**config.mk**
```make
export PLATFORM = sky130hd
export DESIGN_NAME = mem_access_unit
export DESIGN_NICKNAME = d
export VERILOG_FILES = /design/src/rtl/mem_access_unit_pkg.sv /design/src/rtl/mem_access_unit_timer.sv /design/src/rtl/mem_access_unit.sv
export SDC_FILE = /design/constraint.sdc
export NUM_CORES = 1
export LEC_CHECK = 0
export ABC_AREA = 1
export ABC_CLOCK_PERIOD_IN_PS = 2300
export CORE_ASPECT_RATIO = 0.6
export CORE_MARGIN = 4
export CORE_UTILIZATION = 30
export CTS_BUF_LIST = sky130_fd_sc_hd__clkbuf_2 sky130_fd_sc_hd__clkbuf_4 sky130_fd_sc_hd__clkbuf_8
export DETAILED_ROUTE_END_ITERATION = 6
export PLACE_DENSITY = 0.64
export RECOVER_POWER = 50
export SYNTH_ARGS = -nofsm -noshare
export SYNTH_HDL_FRONTEND = slang
export SYNTH_SLANG_ARGS = --single-unit
```
**constraint.sdc**
```tcl
create_clock -name clock -period 2.3 [get_ports clock]
set_input_delay 0.69 -clock clock [delete_from_list [all_inputs] [get_ports clock]]
set_output_delay 0.69 -clock clock [all_outputs]
set_load 0.02 [all_outputs]
```
**src/rtl/mem_access_unit_pkg.sv**
```systemverilog
// mem_access_unit_pkg: shared state encoding and default sizing for the memory access unit
package mem_access_unit_pkg;
  typedef enum logic [1:0] {IDLE, RD_WAIT, WR_WAIT, FINISH} state_t;
  localparam int DEF_DATA_W = 32;
  localparam int DEF_ADDR_W = 9;
  localparam int DEF_TIMEOUT_CYC = 15;
endpackage

```
**src/rtl/mem_access_unit_timer.sv**
```systemverilog
// access_timer: saturating wait-cycle counter that flags the last permitted wait cycle
module access_timer
  import mem_access_unit_pkg::*;
#(
  parameter int TIMEOUT_CYC = DEF_TIMEOUT_CYC
) (
  input  logic clock,
  input  logic reset,
  input  logic clr,
  input  logic en,
  output logic expired
);
  localparam int CW = $clog2(TIMEOUT_CYC + 1);
  logic [CW-1:0] count;
  always_ff @(posedge clock or negedge reset)
    if (!reset) count <= '0;
    else if (clr) count <= '0;
    else if (en && count != CW'(TIMEOUT_CYC)) count <= count + CW'(1);
  // high in the cycle whose increment makes the count reach TIMEOUT_CYC
  assign expired = en && (count >= CW'(TIMEOUT_CYC - 1));
endmodule

```
**src/rtl/mem_access_unit.sv**
```systemverilog
// mem_access_unit: MAR/MDR pair with a handshaked, timeout-guarded memory access sequencer
module mem_access_unit
  import mem_access_unit_pkg::*;
#(
  parameter int DATA_W = DEF_DATA_W,
  parameter int ADDR_W = DEF_ADDR_W,
  parameter int TIMEOUT_CYC = DEF_TIMEOUT_CYC
) (
  input  logic              clock,
  input  logic              reset,
  input  logic [DATA_W-1:0] bus_in,
  input  logic              mar_in,
  input  logic              mdr_in,
  input  logic              rd_req,
  input  logic              wr_req,
  output logic [DATA_W-1:0] mdr_q,
  output logic [ADDR_W-1:0] mar_q,
  output logic              busy,
  output logic              done,
  output logic              err,
  output logic [ADDR_W-1:0] mem_addr,
  output logic [DATA_W-1:0] mem_wdata,
  output logic              mem_rd_en,
  output logic              mem_wr_en,
  input  logic [DATA_W-1:0] mem_rdata,
  input  logic              mem_ack
);
  state_t state;
  logic tmr_clr, tmr_en, tmr_exp;
  logic unused_bus_hi;
  assign unused_bus_hi = ^bus_in[DATA_W-1:ADDR_W];
  assign tmr_clr = (state == IDLE) && (rd_req || wr_req);
  assign tmr_en = (state == RD_WAIT) || (state == WR_WAIT);
  assign mem_addr = mar_q;
  assign mem_wdata = mdr_q;
  access_timer #(.TIMEOUT_CYC(TIMEOUT_CYC)) u_timer (
    .clock(clock),
    .reset(reset),
    .clr(tmr_clr),
    .en(tmr_en),
    .expired(tmr_exp)
  );
  always_ff @(posedge clock or negedge reset)
    if (!reset) begin
      state <= IDLE;
      mar_q <= '0;
      mdr_q <= '0;
      busy <= 1'b0;
      done <= 1'b0;
      err <= 1'b0;
      mem_rd_en <= 1'b0;
      mem_wr_en <= 1'b0;
    end else begin
      done <= 1'b0;
      case (state)
        IDLE: begin
          if (mar_in) mar_q <= bus_in[ADDR_W-1:0];
          if (mdr_in) mdr_q <= bus_in;
          if (rd_req || wr_req) begin
            err <= 1'b0;
            busy <= 1'b1;
            mem_rd_en <= rd_req;
            mem_wr_en <= !rd_req;
            state <= rd_req ? RD_WAIT : WR_WAIT;
          end
        end
        RD_WAIT, WR_WAIT:
          if (mem_ack || tmr_exp) begin
            // an ack on the expiry cycle still counts as a successful access
            if (state == RD_WAIT && mem_ack) mdr_q <= mem_rdata;
            err <= !mem_ack;
            mem_rd_en <= 1'b0;
            mem_wr_en <= 1'b0;
            done <= 1'b1;
            state <= FINISH;
          end
        default: begin
          busy <= 1'b0;
          state <= IDLE;
        end
      endcase
    end
endmodule

```
* Word level (Yosys, flattened, before mapping) *
Cells that the tools add are included.

storage, ports and cells
  word-level logic and storage cells = 59
  register bits after elaboration = 52
  input port bits = 71
  output and inout bits = 87

cells by class
  add/subtract/negate cells = 1
  equal/unequal tests = 7
  reduce and logical (&&, ||, !) cells = 18
  bitwise logic cells = 1
  multiplexer cells = 22
  $lt $le $gt $ge = 1

operators with widths
  kind                                                    count
  2-to-1 mux 32 bit                                       3
  one-hot mux 32 bit (2 select lines)                     1
  2-to-1 mux 1 bit                                        8
  2-to-1 mux 4 bit                                        2
  one-hot mux 1 bit (2 select lines)                      4
  2-to-1 mux 2 bit                                        3
  inequality test 2 bit (second input constant)           3
  AND reduction 2 bit                                     3
  adder 4 x 1 -> 4 bit (second input constant)            1
  >= comparator 4 bit (second input constant)             1
  logical AND 1 bit                                       4
  inequality test 4 bit (second input constant)           1
  one-hot mux 2 bit (2 select lines)                      1
  AND reduction 4 bit                                     1
  nonzero test 2 bit                                      2
  logical OR 1 bit                                        3
  AND reduction 3 bit                                     1
  == test 2 x 1 -> 1 bit (second input constant)          1
  == test 2 bit (second input constant)                   1
  logical NOT 1 bit                                       2
  logical NOT 2 bit                                       1
  inequality test 2 x 1 -> 1 bit (second input constant)  1
  OR reduction 2 bit                                      1
  NOT 1 bit                                               1

* Longest topological paths before layout *
Gate-level depths: netlist of the first run.

  word-level depth = 6
  gate-level depth with buffers = 9
  gate-level depth less buffers = 9

* Hierarchy *
Synthesis of the first run repeated with hierarchy kept, for this count alone.

unflattened totals
  cell total of the unflattened synthesis = 429
  area total of the unflattened synthesis = 3323.2 um2

by module, submodules not included
  module           cells an instance  area each (um2)  seq. area each (um2)  times used
  mem_access_unit  396                3075.4           1201.2                1
  access_timer     33                 247.7            100.1                 1

* Worst setup path after synthesis of the first run *
No wires, ideal clock.

  path kind = reg2reg
  start point = reg state[0]
  end point = reg mdr_q[31]
  buffers on the path = 1
  path slack = 0.803 ns
  stages on the path, launching flop included = 7
  arrival = 1.373 ns
  data required time = 2.177 ns
  period minus slack after synthesis = 1.497 ns
  setup time = 0.123 ns
  cells stage by stage = dfrtp_1 > inv_1 > ha_1 > buf_2 > or2_2 > o21ai_0 > o21ai_2

between the ends
  cells in the longest elaborated chain, start to end = 6
  elaborated cells between the ends (all ways) = 14
  classes of those cells = eq/ne: 5; mux: 1; reduce/logical: 8

RTL lines
  what                                                            line                                                                 RTL
  from (decl)                                                     mem_access_unit.sv:28                                                state_t state;
  from (signal assigned)                                          mem_access_unit.sv:64                                                state <= rd_req ? RD_WAIT : WR_WAIT;
  == test 2 x 1 -> 1 bit / == test 2 bit (equally long branches)  mem_access_unit.sv:33, mem_access_unit.sv:55, mem_access_unit.sv:70
  logical OR 1 bit                                                mem_access_unit.sv:33                                                assign tmr_en = (state == RD_WAIT) || (state == WR_WAIT);
  logical AND 1 bit                                               mem_access_unit_timer.sv:20                                          assign expired = en && (count >= CW'(TIMEOUT_CYC - 1));
  logical OR 1 bit                                                mem_access_unit.sv:68                                                if (mem_ack || tmr_exp) begin
  inequality test 2 bit (no source line)                          -
  AND reduction 4 bit (no source line)                            -
  to (signal assigned)                                            mem_access_unit.sv:58                                                if (mdr_in) mdr_q <= bus_in;
  to (signal assigned)                                            mem_access_unit.sv:70                                                if (state == RD_WAIT && mem_ack) mdr_q <= mem_rdata;
  to (decl)                                                       mem_access_unit.sv:16                                                output logic [DATA_W-1:0] mdr_q,

Several ways; a longest one is shown, not always the timed one.
A chain may end at the register's enable or synchronous reset.

* Worst setup path in the final report of the first run *
  start point = reg mdr_q[20]
  end point = out mem_wdata[20]

RTL lines
  what       line                   RTL
  to (decl)  mem_access_unit.sv:22  output logic [DATA_W-1:0] mem_wdata,

No word-level cell between the ends.

==> results of run 1 <==
==> cell usage in the layout (no fill, tap or decap), drive strengths merged <==
cell and instances:
ha 6, clkinv 1, nor2 9, xor2 1, dlygate4sd3 17, buf 5
inv 20, clkdlybuf4s50 139, nand4 5, dfrtp 52, or2 25, mux2 2
clkbuf 10, nand3 5, o21ai 80, nand2 75
==> layout make-up <==
class / count / area (um^2) / area share
Tap cell: 130 / 163 / 0.0363
Clock inverter: 1 / 5.00 / 0.00112
Sequential cell: 52 / 1300 / 0.291
Timing Repair Buffer: 165 / 1640 / 0.366
Multi-Input combinational cell: 208 / 1220 / 0.272
Clock buffer: 6 / 76.3 / 0.0170
Inverter: 20 / 75.1 / 0.0168
==> stage by stage <==
step | util | hold WS, ns | worst slack, ns
finish | 0.473 | 0.411 | 0.251
global route | 0.473 | 0.459 | 0.180
CTS | 0.475 | 0.265 | 0.237
detailed placement | 0.466 | 0.461 | 0.213
global placement | 0.466 | 0.469 | 0.229
floorplan | - | 0.394 | 0.803
==> registers in the layout (all words and copies together), names as in the netlist <==
signal         cells
mar_q              9
u_timer.count      4
err                1
busy               1
mem_rd_en          1
mem_wr_en          1
done               1
state              2
mdr_q             32
==> cell families (layout without fill, tap and decap cells) <==
logic type      Yosys count  after routing  share of synthesized area
fa+ha+maj                 6              6                     0.0250
flops                    52             52                      0.433
mux                       2              2                    0.00750
simple gates            119            119                      0.196
compound gates           80             80                      0.175
xor+xnor                  1              1                    0.00292
buf+inv                  75            192                      0.161
==> worst max-delay path by stage <==
stage,from,to,cells after the start
5_1_grt,state[0]$_DFFE_PN0P_,mdr_q[9]$_DFFE_PN0P_,8
6_report,mdr_q[20]$_DFFE_PN0P_,mem_wdata[20],1
3_5_place_dp,mem_ack,mdr_q[7]$_DFFE_PN0P_,7
4_1_cts,mdr_q[29]$_DFFE_PN0P_,mdr_q[29],1
2_1_floorplan,state[0]$_DFFE_PN0P_,mdr_q[31]$_DFFE_PN0P_,6
3_3_place_gp,mem_ack,mdr_q[9]$_DFFE_PN0P_,7
==> routing by layer <==
metal | share of wire | track usage
met1 | 0.47 | 0.198
met2 | 0.42 | 0.208
met3 | 0.10 | 0.0399
met4 | 0.0022 | 0.0190
met5 | 0 | 0
==> power by group <==
group | total [mW] | internal, mW | leakage (nW) | switching (mW)
Combinational | 5.40 | 2.37 | 1.27 | 3.04
Clock | 0.515 | 0.220 | 0.0445 | 0.295
Sequential | 1.81 | 1.39 | 0.643 | 0.415
Total | 7.72 | 3.98 | 1.96 | 3.75
==> cells in the mapped netlist <==
cell,instances
inv_1,19
nand2_2,20
mux2_2,2
buf_2,3
inv_2,1
o21ai_0,46
dfrtp_1,52
nand2_4,1
nor2_1,8
nand3_1,5
ha_1,6
buf_4,41
nor2_2,1
nand2_1,54
buf_6,6
o21ai_1,1
o21ai_2,33
clkbuf_1,5
nand4_1,5
xor2_1,1
or2_2,25
==> flow_summary.toml, run 1 <==
[timing]
setup_tns_ns = 0
slew_headroom = 0.470
clock.fmax_mhz = 488
fin_crit_sh = 0.891
finalCriticalPeriod_ns = 2.05
clock_skew_ns = 0.00904
tightest_slew_ns = 0.796
finalSetupViolations = 0
finalHoldViolCount = 0
rsz0062_at_grt = "false"
slew_violations = 0

[floorplan]
core-area_um2 = 9460
die_area_um2 = 11700
die_h_um = 85.5
initial_core_util = 0.318
dieWidth_um = 137
std_cell_rows = 27
ioPinCount = 158

[finish]
antenna_cells = 0
finalInstanceArea_um2 = 4480
num-fill-cells = 870
drive_above_1_share = 0.210
nets = 529
area_growth_pct = 49.0
final_cells = 582

[critical_path]
critPathMaxStageDelay_ns = 0.68
r2r_cells = 8
critPathTopFamily = "buffers and inverters"
critPathBufInv = 1
r2r_slack_ns = 0.33
cp-end-kind = "output port"
critical_path_required_ns = 1.61
rr_endpoint = "mdr_q[9]$_DFFE_PN0P_"
crit_fanout = 3
cp_cell_sequence = "dlygate4sd3_1"
slowest_stage = "dlygate4sd3_1"
path_class = "reg2out"
r2r_start = "state[0]$_DFFE_PN0P_"
cp-start-kind = "flop"
cp_data_arrival_time_ns = 1.36

[cts]
post_cts_buffers = 0
clkSlewWorstSetupHoldPaths_ns = 0.10
holdBufCountCts = 0
cts_buffers = 5
cts_tree = "built"
clock-sinks = 52
cts_root_buf = "clkbuf_8"
post_cts_resized = 0
clockBufferDepth = 2
insertion_delay_ns = 0.30
htree_levels = 2

[synth]
yosysUniqueCellTypes = 21
synth_seq_cells = 52
synth_nets = 412
syn_area_per_cell_um2 = 8.97
synth.top_cell.area_share = 0.433
yosysTopAreaCell = "dfrtp_1"
syn_inst = 335
syn_area_um2 = 3000
yosysSeqAreaShare = 0.433
yosys_warnings = 0
synth_area_leaders = "dfrtp_1, buf_4, o21ai_2"

[grt]
grt_max_degree = 29
grt_usage = 0.137
grt_pass1_wl_um = 12900
antenna_found_initial = 0
grt-ovfl-total = 0
grt_pass1_vias = 2521

[routing]
first_pass_iters = 4
drt_iter0_drc = 110
drt_wl_total_um = 8360
ant_nets = 0
via_per_inst = 4.44
vias = 2583
drc = 0
post_drt_wl_per_cell_um = 14.4

[power_and_ir_drop]
peakVddDrop_v = 0.000690
total_power_mw = 7.72
p_per_area_nw_per_um2 = 1730
leakagePower_nw = 1.96

[job]
drv_cap = 0

[place]
port_buffers = 157
gp_congestion = 0.773
place_hpwl_um = 6600
place_area_um2 = 4410
place_inst = 575

[outcome]
outcome = "complete, no violations"

[worst_hold_path]
holdCritPathClass = "in2async"
Power figures use the tool's default switching activity.
==> run 2, diff against run 1 <==
--- a/config.mk
+++ b/config.mk
@@ -6,12 +6,13 @@
 export NUM_CORES = 1
 export LEC_CHECK = 0
 export ABC_AREA = 1
-export ABC_CLOCK_PERIOD_IN_PS = 2300
+export ABC_CLOCK_PERIOD_IN_PS = 2250
 export CORE_ASPECT_RATIO = 0.6
 export CORE_MARGIN = 4
 export CORE_UTILIZATION = 30
 export CTS_BUF_LIST = sky130_fd_sc_hd__clkbuf_2 sky130_fd_sc_hd__clkbuf_4 sky130_fd_sc_hd__clkbuf_8
 export DETAILED_ROUTE_END_ITERATION = 6
+export MAX_ROUTING_LAYER = met4
 export PLACE_DENSITY = 0.64
 export RECOVER_POWER = 50
 export SYNTH_ARGS = -nofsm -noshare
==> constraint.sdc (replaced) <==
create_clock -name clock -period 2.25 [get_ports clock]
set_input_delay 0.675 -clock clock [delete_from_list [all_inputs] [get_ports clock]]
set_output_delay 0.675 -clock clock [all_outputs]
set_load 0.02 [all_outputs]
==> run 2 against run 1 <==
Effect of this change: cell count is 0.34% lower; clock skew is 0.0062 ns lower; die area stayed put; global-route usage is 0.30 points higher; critical path type unchanged; largest cell class unchanged; highest routed layer unchanged.
==> flow_summary.toml, run 2 (same netlist as run 1, synthesis figures left out) <==
[finish]
antenna_cells = 0
final_cell_mix = "clkdlybuf4s50_1, nand2_1, dfrtp_1"
finalInstanceArea_um2 = 4430
area_growth_pct = 47.5
final_common_cell = "clkdlybuf4s50_1"
num-fill-cells = 908
regMostFlops = "mdr_q"
multi_input_area_um2 = 1210
final_cells = 580
largest_register_ffs = 32
top_regs = "mdr_q: 32 flops, mar_q: 9 flops, u_timer.count: 4 flops"
nets = 529
regArea_um2 = 1300
drive_above_1_share = 0.200

[cts]
clock-sinks = 52
cts_tree = "built"
cts_buffers = 5
holdBufCountCts = 0
insertion_delay_ns = 0.29
cts_root_buf = "clkbuf_8"
clkSlewWorstSetupHoldPaths_ns = 0.08
clockBufferDepth = 2
post_cts_resized = 0
htree_levels = 2
post_cts_buffers = 0

[critical_path]
cp-end-kind = "output port"
r2r_slack_ns = 0.29
critical_path_required_ns = 1.57
critPathMaxStageDelay_ns = 0.63
crit_fanout = 3
cp_cell_sequence = "clkdlybuf4s50_1"
slowest_stage = "clkdlybuf4s50_1"
cp_data_arrival_time_ns = 1.35
cp-start-kind = "flop"
critPathTopFamily = "buffers and inverters"
path_class = "reg2out"
critPathBufInv = 1

[grt]
grt_pass1_wl_um = 12800
grt_usage = 0.140
grt-ovfl-total = 0
antenna_found_initial = 0
grt_pass1_vias = 2512
grt_max_degree = 41

[timing]
setup_tns_ns = 0
finalHoldViolCount = 0
rsz0062_at_grt = "false"
slew_violations = 0
finalSetupViolations = 0
clock.fmax_mhz = 495
finalCriticalPeriod_ns = 2.02
slew_headroom = 0.432
clock_skew_ns = 0.00288
fin_crit_sh = 0.899
tightest_slew_ns = 0.851

[routing]
post_drt_wl_per_cell_um = 13.9
ant_nets = 0
drt_wl_total_um = 8080
first_pass_iters = 4
drt_iter0_drc = 123
drc = 0
vias = 2520
via_per_inst = 4.34

[floorplan]
dieWidth_um = 137
die_h_um = 85.5
die_area_um2 = 11700
initial_core_util = 0.318
ioPinCount = 158
core-area_um2 = 9460
std_cell_rows = 27

[power_and_ir_drop]
switchingPower_mw = 3.75
seq_power_share = 0.240
pwr-share-clk = 0.061
leakagePower_nw = 1.93
internal-power_mw = 3.94
peakVddDrop_v = 0.000795
comb_power_share = 0.699
p_per_area_nw_per_um2 = 1730
swShare = 0.488

[place]
place_area_um2 = 4400
port_buffers = 157
place_inst = 575
place_hpwl_um = 6370
gp_congestion = 0.769

[worst_hold_path]
holdCritPathClass = "in2async"

[job]
drv_cap = 0

[outcome]
outcome = "complete, no violations"
run 2: final timing paths:
kind | from | endpoint | cells past startpoint
worst max-delay path | mdr_q[23]$_DFFE_PN0P_ | mdr_q[23] | 1
worst min-delay path | reset | err$_DFFE_PN0P_ | 1
worst max register to register | state[0]$_DFFE_PN0P_ | mdr_q[31]$_DFFE_PN0P_ | 7
worst min register to register | mem_wr_en$_DFFE_PN0P_ | mem_wr_en$_DFFE_PN0P_ | 2
max in group asynchronous | reset | mdr_q[23]$_DFFE_PN0P_ | 2
min in group clock | mem_wr_en$_DFFE_PN0P_ | mem_wr_en$_DFFE_PN0P_ | 2
run 2: routing by layer:
layer / track usage / wire length [um] / share of wire
met5: - / 0 / 0
met4: 0.0226 / 39 / 0.0048
met1: 0.201 / 4030 / 0.50
met3: 0.0358 / 716 / 0.089
met2: 0.202 / 3290 / 0.41
run 2: final cells by class:
type                    count  area share
repair buffers            165       0.365
flip-flops and latches     52       0.294
multi-input cells         208       0.272
well taps                 130      0.0367
inverters                  20      0.0169
clock buffers               5      0.0155
run 2: per-stage QoR:
step | setup slack [ns] | utilization | total power, mW | hold WS, ns
floorplan | 0.753 | - | 5.79 | 0.379
global placement | 0.248 | 0.465 | 7.41 | 0.469
detailed placement | 0.218 | 0.465 | 7.47 | 0.476
CTS | 0.202 | 0.472 | 7.97 | 0.271
global route | 0.124 | 0.468 | 8.33 | 0.493
finish | 0.228 | 0.468 | 7.68 | 0.434
run 2: power by group through the flow:
stage | clock (mW) | combinational (mW) | sequential (mW)
4_1_cts | 0.496 | 5.62 | 1.86
3_3_place_gp | 0 | 5.56 | 1.85
6_report | 0.470 | 5.37 | 1.84
3_5_place_dp | 0 | 5.60 | 1.87
2_1_floorplan | 0 | 3.54 | 2.25
5_1_grt | 0.527 | 5.88 | 1.92
